## config.mk

```make
export PLATFORM = sky130hd
export DESIGN_NAME = fisr_iter_scheduler
export DESIGN_NICKNAME = d
export VERILOG_FILES = /design/src/rtl/fisr_iter_scheduler.sv
export SDC_FILE = /design/constraint.sdc
export NUM_CORES = 1
export LEC_CHECK = 0
export CAP_MARGIN = 40
export CORE_MARGIN = 10
export CORE_UTILIZATION = 55
export DETAILED_ROUTE_END_ITERATION = 8
export GPL_ROUTABILITY_DRIVEN = 0
export PLACE_DENSITY = 0.81
export SLEW_MARGIN = 20
export SYNTH_ARGS = -nofsm -noshare
export SYNTH_HDL_FRONTEND = slang
export SYNTH_SLANG_ARGS = --single-unit
```

## constraint.sdc

```tcl
create_clock -name clk -period 3.4 [get_ports clk]
set_clock_uncertainty 0.05 [all_clocks]
set_input_delay 0.68 -clock clk [delete_from_list [all_inputs] [get_ports clk]]
set_output_delay 0.68 -clock clk [all_outputs]
set_load 0.01 [all_outputs]
```

## src/rtl/fisr_iter_scheduler.sv

```systemverilog
// Front-end for the fast inverse square root Newton-Raphson datapath: forms y0 and x/2,
// tracks contexts in a slot table and recirculates each estimate ITERS times before output.
module fisr_iter_scheduler #(
  parameter int          DEPTH = 4,
  parameter int          LAT   = 8,
  parameter int          ITERS = 1,
  parameter int          TAGW  = 4,
  parameter logic [31:0] MAGIC = 32'h5F3759DF
) (
  input  logic            clk,
  input  logic            rst,
  input  logic            in_valid,
  output logic            in_ready,
  input  logic [31:0]     in_x,
  input  logic [TAGW-1:0] in_tag,
  output logic            iss_valid,
  output logic [31:0]     iss_y,
  output logic [31:0]     iss_xhalf,
  input  logic [31:0]     ret_y,
  output logic            out_valid,
  input  logic            out_ready,
  output logic [31:0]     out_y,
  output logic [TAGW-1:0] out_tag,
  output logic            out_err,
  output logic            busy
);
  localparam int SW   = (DEPTH > 1) ? $clog2(DEPTH) : 1;
  localparam int CW   = $clog2(ITERS + 1);
  localparam int CNTW = $clog2(DEPTH + 1);

  logic [DEPTH-1:0] occ;
  logic [31:0]      slot_xhalf [DEPTH];
  logic [TAGW-1:0]  slot_tag   [DEPTH];
  logic [CW-1:0]    slot_cnt   [DEPTH];

  logic [LAT-1:0]   pipe_valid;
  logic [SW-1:0]    pipe_slot  [LAT];

  logic [31:0]      fifo_y     [DEPTH];
  logic [TAGW-1:0]  fifo_tag   [DEPTH];
  logic             fifo_err   [DEPTH];
  logic [SW-1:0]    fifo_slot  [DEPTH];
  logic [SW-1:0]    rd_ptr, wr_ptr;
  logic [CNTW-1:0]  fifo_cnt;
  logic             ready_en;

  logic             ret_event, ret_last;
  logic [SW-1:0]    ret_slot, free_slot;
  logic             free_found, accept, special;
  logic [7:0]       x_exp;
  logic [22:0]      x_frac;
  logic [31:0]      special_y, y0, xhalf_new;
  logic             issue_recirc, issue_new, fifo_wr, fifo_rd;
  logic [31:0]      wr_y;
  logic [TAGW-1:0]  wr_tag;
  logic [SW-1:0]    wr_slot;

  function automatic logic [SW-1:0] ptr_inc(input logic [SW-1:0] p);
    return (p == SW'(DEPTH - 1)) ? '0 : p + SW'(1);
  endfunction

  assign ret_event = pipe_valid[LAT-1];
  assign ret_slot  = pipe_slot[LAT-1];
  assign ret_last  = (int'(slot_cnt[ret_slot]) + 1) >= ITERS;

  assign x_exp     = in_x[30:23];
  assign x_frac    = in_x[22:0];
  assign special   = in_x[31] || (x_exp == 8'h00) || (x_exp == 8'hFF);
  assign y0        = MAGIC - {1'b0, in_x[31:1]};
  assign xhalf_new = {in_x[31], x_exp - 8'd1, x_frac};

  always_comb begin
    free_found = 1'b0;
    free_slot  = '0;
    for (int i = DEPTH - 1; i >= 0; i--) begin
      if (!occ[i]) begin
        free_found = 1'b1;
        free_slot  = SW'(i);
      end
    end
  end

  // Zero of either sign maps to +inf; any other negative or NaN maps to qNaN; +inf maps to 0.
  always_comb begin
    special_y = 32'h0000_0000;
    if (x_exp == 8'hFF && x_frac != 23'd0)      special_y = 32'h7FC0_0000;
    else if (x_exp == 8'h00 && x_frac == 23'd0) special_y = 32'h7F80_0000;
    else if (in_x[31])                          special_y = 32'h7FC0_0000;
    else if (x_exp == 8'h00)                    special_y = 32'h7F80_0000;
  end

  assign in_ready     = ready_en && free_found && !ret_event;
  assign accept       = in_valid && in_ready;
  assign issue_recirc = ret_event && !ret_last;
  assign issue_new    = accept && !special;
  assign fifo_wr      = (ret_event && ret_last) || (accept && special);
  assign fifo_rd      = out_valid && out_ready;

  assign wr_y    = ret_event ? ret_y : special_y;
  assign wr_tag  = ret_event ? slot_tag[ret_slot] : in_tag;
  assign wr_slot = ret_event ? ret_slot : free_slot;

  assign out_valid = (fifo_cnt != '0);
  assign out_y     = out_valid ? fifo_y[rd_ptr]   : '0;
  assign out_tag   = out_valid ? fifo_tag[rd_ptr] : '0;
  assign out_err   = out_valid ? fifo_err[rd_ptr] : 1'b0;
  assign busy      = |occ;

  // Allocation and release touch different slots, so the same-cycle case needs no ordering.
  always_ff @(posedge clk or negedge rst) begin
    if (!rst) begin
      ready_en   <= 1'b0;
      occ        <= '0;
      pipe_valid <= '0;
      iss_valid  <= 1'b0;
      iss_y      <= '0;
      iss_xhalf  <= '0;
      rd_ptr     <= '0;
      wr_ptr     <= '0;
      fifo_cnt   <= '0;
      for (int i = 0; i < DEPTH; i++) begin
        slot_xhalf[i] <= '0;
        slot_tag[i]   <= '0;
        slot_cnt[i]   <= '0;
        fifo_y[i]     <= '0;
        fifo_tag[i]   <= '0;
        fifo_err[i]   <= 1'b0;
        fifo_slot[i]  <= '0;
      end
      for (int i = 0; i < LAT; i++) pipe_slot[i] <= '0;
    end else begin
      ready_en <= 1'b1;

      if (accept) begin
        occ[free_slot]        <= 1'b1;
        slot_xhalf[free_slot] <= xhalf_new;
        slot_tag[free_slot]   <= in_tag;
        slot_cnt[free_slot]   <= '0;
      end
      if (issue_recirc) slot_cnt[ret_slot] <= slot_cnt[ret_slot] + CW'(1);
      if (fifo_rd) occ[fifo_slot[rd_ptr]] <= 1'b0;

      pipe_valid   <= {pipe_valid[LAT-2:0], issue_recirc || issue_new};
      pipe_slot[0] <= issue_recirc ? ret_slot : free_slot;
      for (int i = 1; i < LAT; i++) pipe_slot[i] <= pipe_slot[i-1];

      iss_valid <= issue_recirc || issue_new;
      iss_y     <= issue_recirc ? ret_y : y0;
      iss_xhalf <= issue_recirc ? slot_xhalf[ret_slot] : xhalf_new;

      if (fifo_wr) begin
        fifo_y[wr_ptr]    <= wr_y;
        fifo_tag[wr_ptr]  <= wr_tag;
        fifo_err[wr_ptr]  <= !ret_event;
        fifo_slot[wr_ptr] <= wr_slot;
        wr_ptr            <= ptr_inc(wr_ptr);
      end
      if (fifo_rd) rd_ptr <= ptr_inc(rd_ptr);
      fifo_cnt <= fifo_cnt + CNTW'(fifo_wr) - CNTW'(fifo_rd);
    end
  end
endmodule

```

==> flow_metrics.tcl <==
set metrics [dict create \
    rsz0062_at_grt "no" \
    syn_to_final_growth_pct 27.8 \
    numCtsBuffers 29 \
    setup_slack_ns 0.129 \
    tns_ns 0 \
    period_minus_slack_ns 3.27 \
    maxCapViolCount 0 \
    hold_viol 0 \
    final_nets 1159 \
    netlist.area_leader.share_pct 59.8 \
    clk_pin_slew_worst_paths_ns 0.06 \
    die_y_um 164 \
    synthArstFlopShare_pct 100 \
    pin_count 177 \
    drt_iter0_drc 578 \
    setup_viol 0 \
    avgRoutedWirePerCell_um 21.1 \
    wl_mm 28.8 \
    power.density_nw_per_um2 847 \
    status "finished clean" \
    drc 0 \
    vdd_drop_max_mv 0.665 \
    ys_seq_elements 271 \
    clock.fmax_ghz 0.306 \
    drive_above_1_share_pct 14.9 \
    fp-row-count 52 \
    grt_antenna_before_repair 1 \
    vias 7890 \
    cpPeakStageDelay_ns 0.54 \
    synth_edf_count 0 \
    synth_top_area_cell "dfrtp_1" \
    core_um2 20200 \
    syn_inst 881 \
    leakage_nw 6.33 \
    slew_headroom_pct 48.6 \
    die-area_um2 26800 \
    syn_avg_cell_area_um2 12.9 \
    io_buffers 176 \
    cts.sinks 271 \
    slowest_stage "dfrtp_4" \
    worst_pin_slew_ns 0.770 \
    ant_nets 0 \
    initial_core_util_pct 56.0 \
    num-fill-cells 1375 \
    critPathLaunchType "flop" \
    maxSlewViolCount 0 \
    crit_type "reg -> out" \
    syn-cell-area_um2 11300 \
    die_w_um 164 \
    dp_hpwl_mm 19.5 \
    antenna_cells 0 \
    overflow 0 \
    via_per_inst 5.77 \
    finalCritPeriodShare_pct 96.2 \
    htree_levels 1 \
    ys.flop_type "dfrtp_1" \
    critPathArrivalTime_ns 2.54 \
    worstSetupEndpointType "primary output" \
    grt_start_max_net_pins 101 \
    cts_max_path_buffers 3 \
    hold_class "in -> async" \
    critPathMaxFanout 10 \
    yosysMostFrequentCell "dfrtp_1" \
    synthTopCellsByArea "dfrtp_1, mux4_2, a22o_1" \
    syn_nets 965 \
    cts_tree "yes" \
    grt_pass1_wl_mm 47.2 \
    ys_top_cells_by_count "dfrtp_1, a22o_1, nor2_1" \
    synth_cell_types 57 \
    yosys_warnings 0 \
    synth.yosys.seq_area_share_pct 59.8 \
    grt_pass1_vias 8644 \
    clockRootBuffer "clkbuf_16" \
    clk_latency_ns 0.54 \
    pre_cts_ws_ns 0.172 \
    required_ns 2.67 \
    grt_usage_pct 21.8 \
    drt_pass1_iterations 5 \
    path_cells "buf_4, mux4_2, and2_1, clkdlybuf4s50_1" \
]
state kept, by name, summed over array words and instances, names as in the netlist:
name and count:
fifo_y 128, iss_xhalf 32, iss_y 31, fifo_tag 16, slot_tag 16, pipe_slot 14
fifo_slot 8, pipe_valid 8, fifo_err 4, occ 4, fifo_cnt 3, rd_ptr 2
ret_slot 2, wr_ptr 2, ready_en 1
timing repair:
action | in CTS | in global routing
endpoints found under the setup margin | 0 | 13
hold buffers | 0 | 0
buffers inserted | 0 | 0
resized for setup | 0 | 1
report_power, final:
part	total, W	internal (W)	switching, W
logic	0.00426	0.00251	0.00176
clock network	0.00301	0.00177	0.00124
registers	0.00499	0.00433	0.000659
path summary, 6_finish.rpt:
| check | cells past startpoint | from | endpoint | slack [ns] |
|---|---|---|---|---|
| max in group asynchronous | 2 | rst | fifo_y[20] | 2.30 |
| worst min register to register | 0 | pipe_valid[6] | pipe_valid[7] | 0.30 |
| worst min-delay path | 1 | rst | fifo_y[126] | 0.15 |
| worst max-delay path | 4 | rd_ptr[0] | out_y[4] | 0.13 |
| worst max register to register | 10 | fifo_cnt[1] | fifo_cnt[2] | 0.75 |
| min in group clk | 0 | pipe_valid[6] | pipe_valid[7] | 0.30 |
stage by stage:
stage                     hold slack, ns  instances  cell area (um^2)  total power, W  util (%)
after global placement             0.285       1314             13500         0.00914      67.0
after CTS                          0.170       1368             14500          0.0124      71.5
after detailed placement           0.286       1314             13500         0.00933      67.0
after floorplan                    0.281        881             11300         0.00746         -
after global routing               0.202       1368             14500          0.0130      71.6
final                              0.150       1368             14500          0.0123      71.6
cells in the final DEF (no fill, tap or decap), types with 6 or more instances in the layout:
master,synthesis,routed
nand2_1,55,55
clkbuf_16,0,29
mux2i_1,6,6
clkbuf_8,0,9
inv_1,23,23
and2_1,37,37
nor3_1,36,36
clkbuf_1,25,7
and3_1,6,6
nor2_1,84,84
ha_1,11,11
xnor2_1,19,19
mux2_2,19,19
nand3_1,7,7
o21ai_1,10,10
a22o_1,92,92
o21ai_0,25,25
clkdlybuf4s50_1,0,175
xor2_1,12,12
a21oi_1,7,7
buf_4,2,38
mux4_2,43,43
clkinv_2,0,7
dfrtp_1,271,270
logic make-up after synthesis:
group / Yosys count / share of synthesized area [%]
other cells: 1 / 0.0331
compound gates: 163 / 11.3
fa+ha+maj: 12 / 1.39
flops: 271 / 59.8
xor+xnor: 31 / 2.40
mux: 68 / 11.0
buf+inv: 79 / 3.20
simple gates: 256 / 10.9
metal layers:
metal	track usage [%]	up-vias	routed length, um
li1	-	3538	-
met5	0	-	13
met1	28.0	4028	11400
met3	5.59	48	2230
met4	5.36	2	695
met2	36.5	274	14500
worst max-delay path: cells and delay by family, from the launching register on:
family        cells  cell delay, ns
simple gates      1            0.17
mux               1            0.54
buf+inv           2            0.76
flops             1            0.54
cell type report:
class                      instances  area (um^2)  area share (%)
clock buffer                      45          876            6.05
clock inverter                     9         52.6           0.363
inverter                          23         86.3           0.596
multi-input combinational        531         4190            28.9
sequential                       271         6790            46.9
tap                              270          338            2.33
timing repair buffer             219         2150            14.9
(Power assumes the default switching activity.)
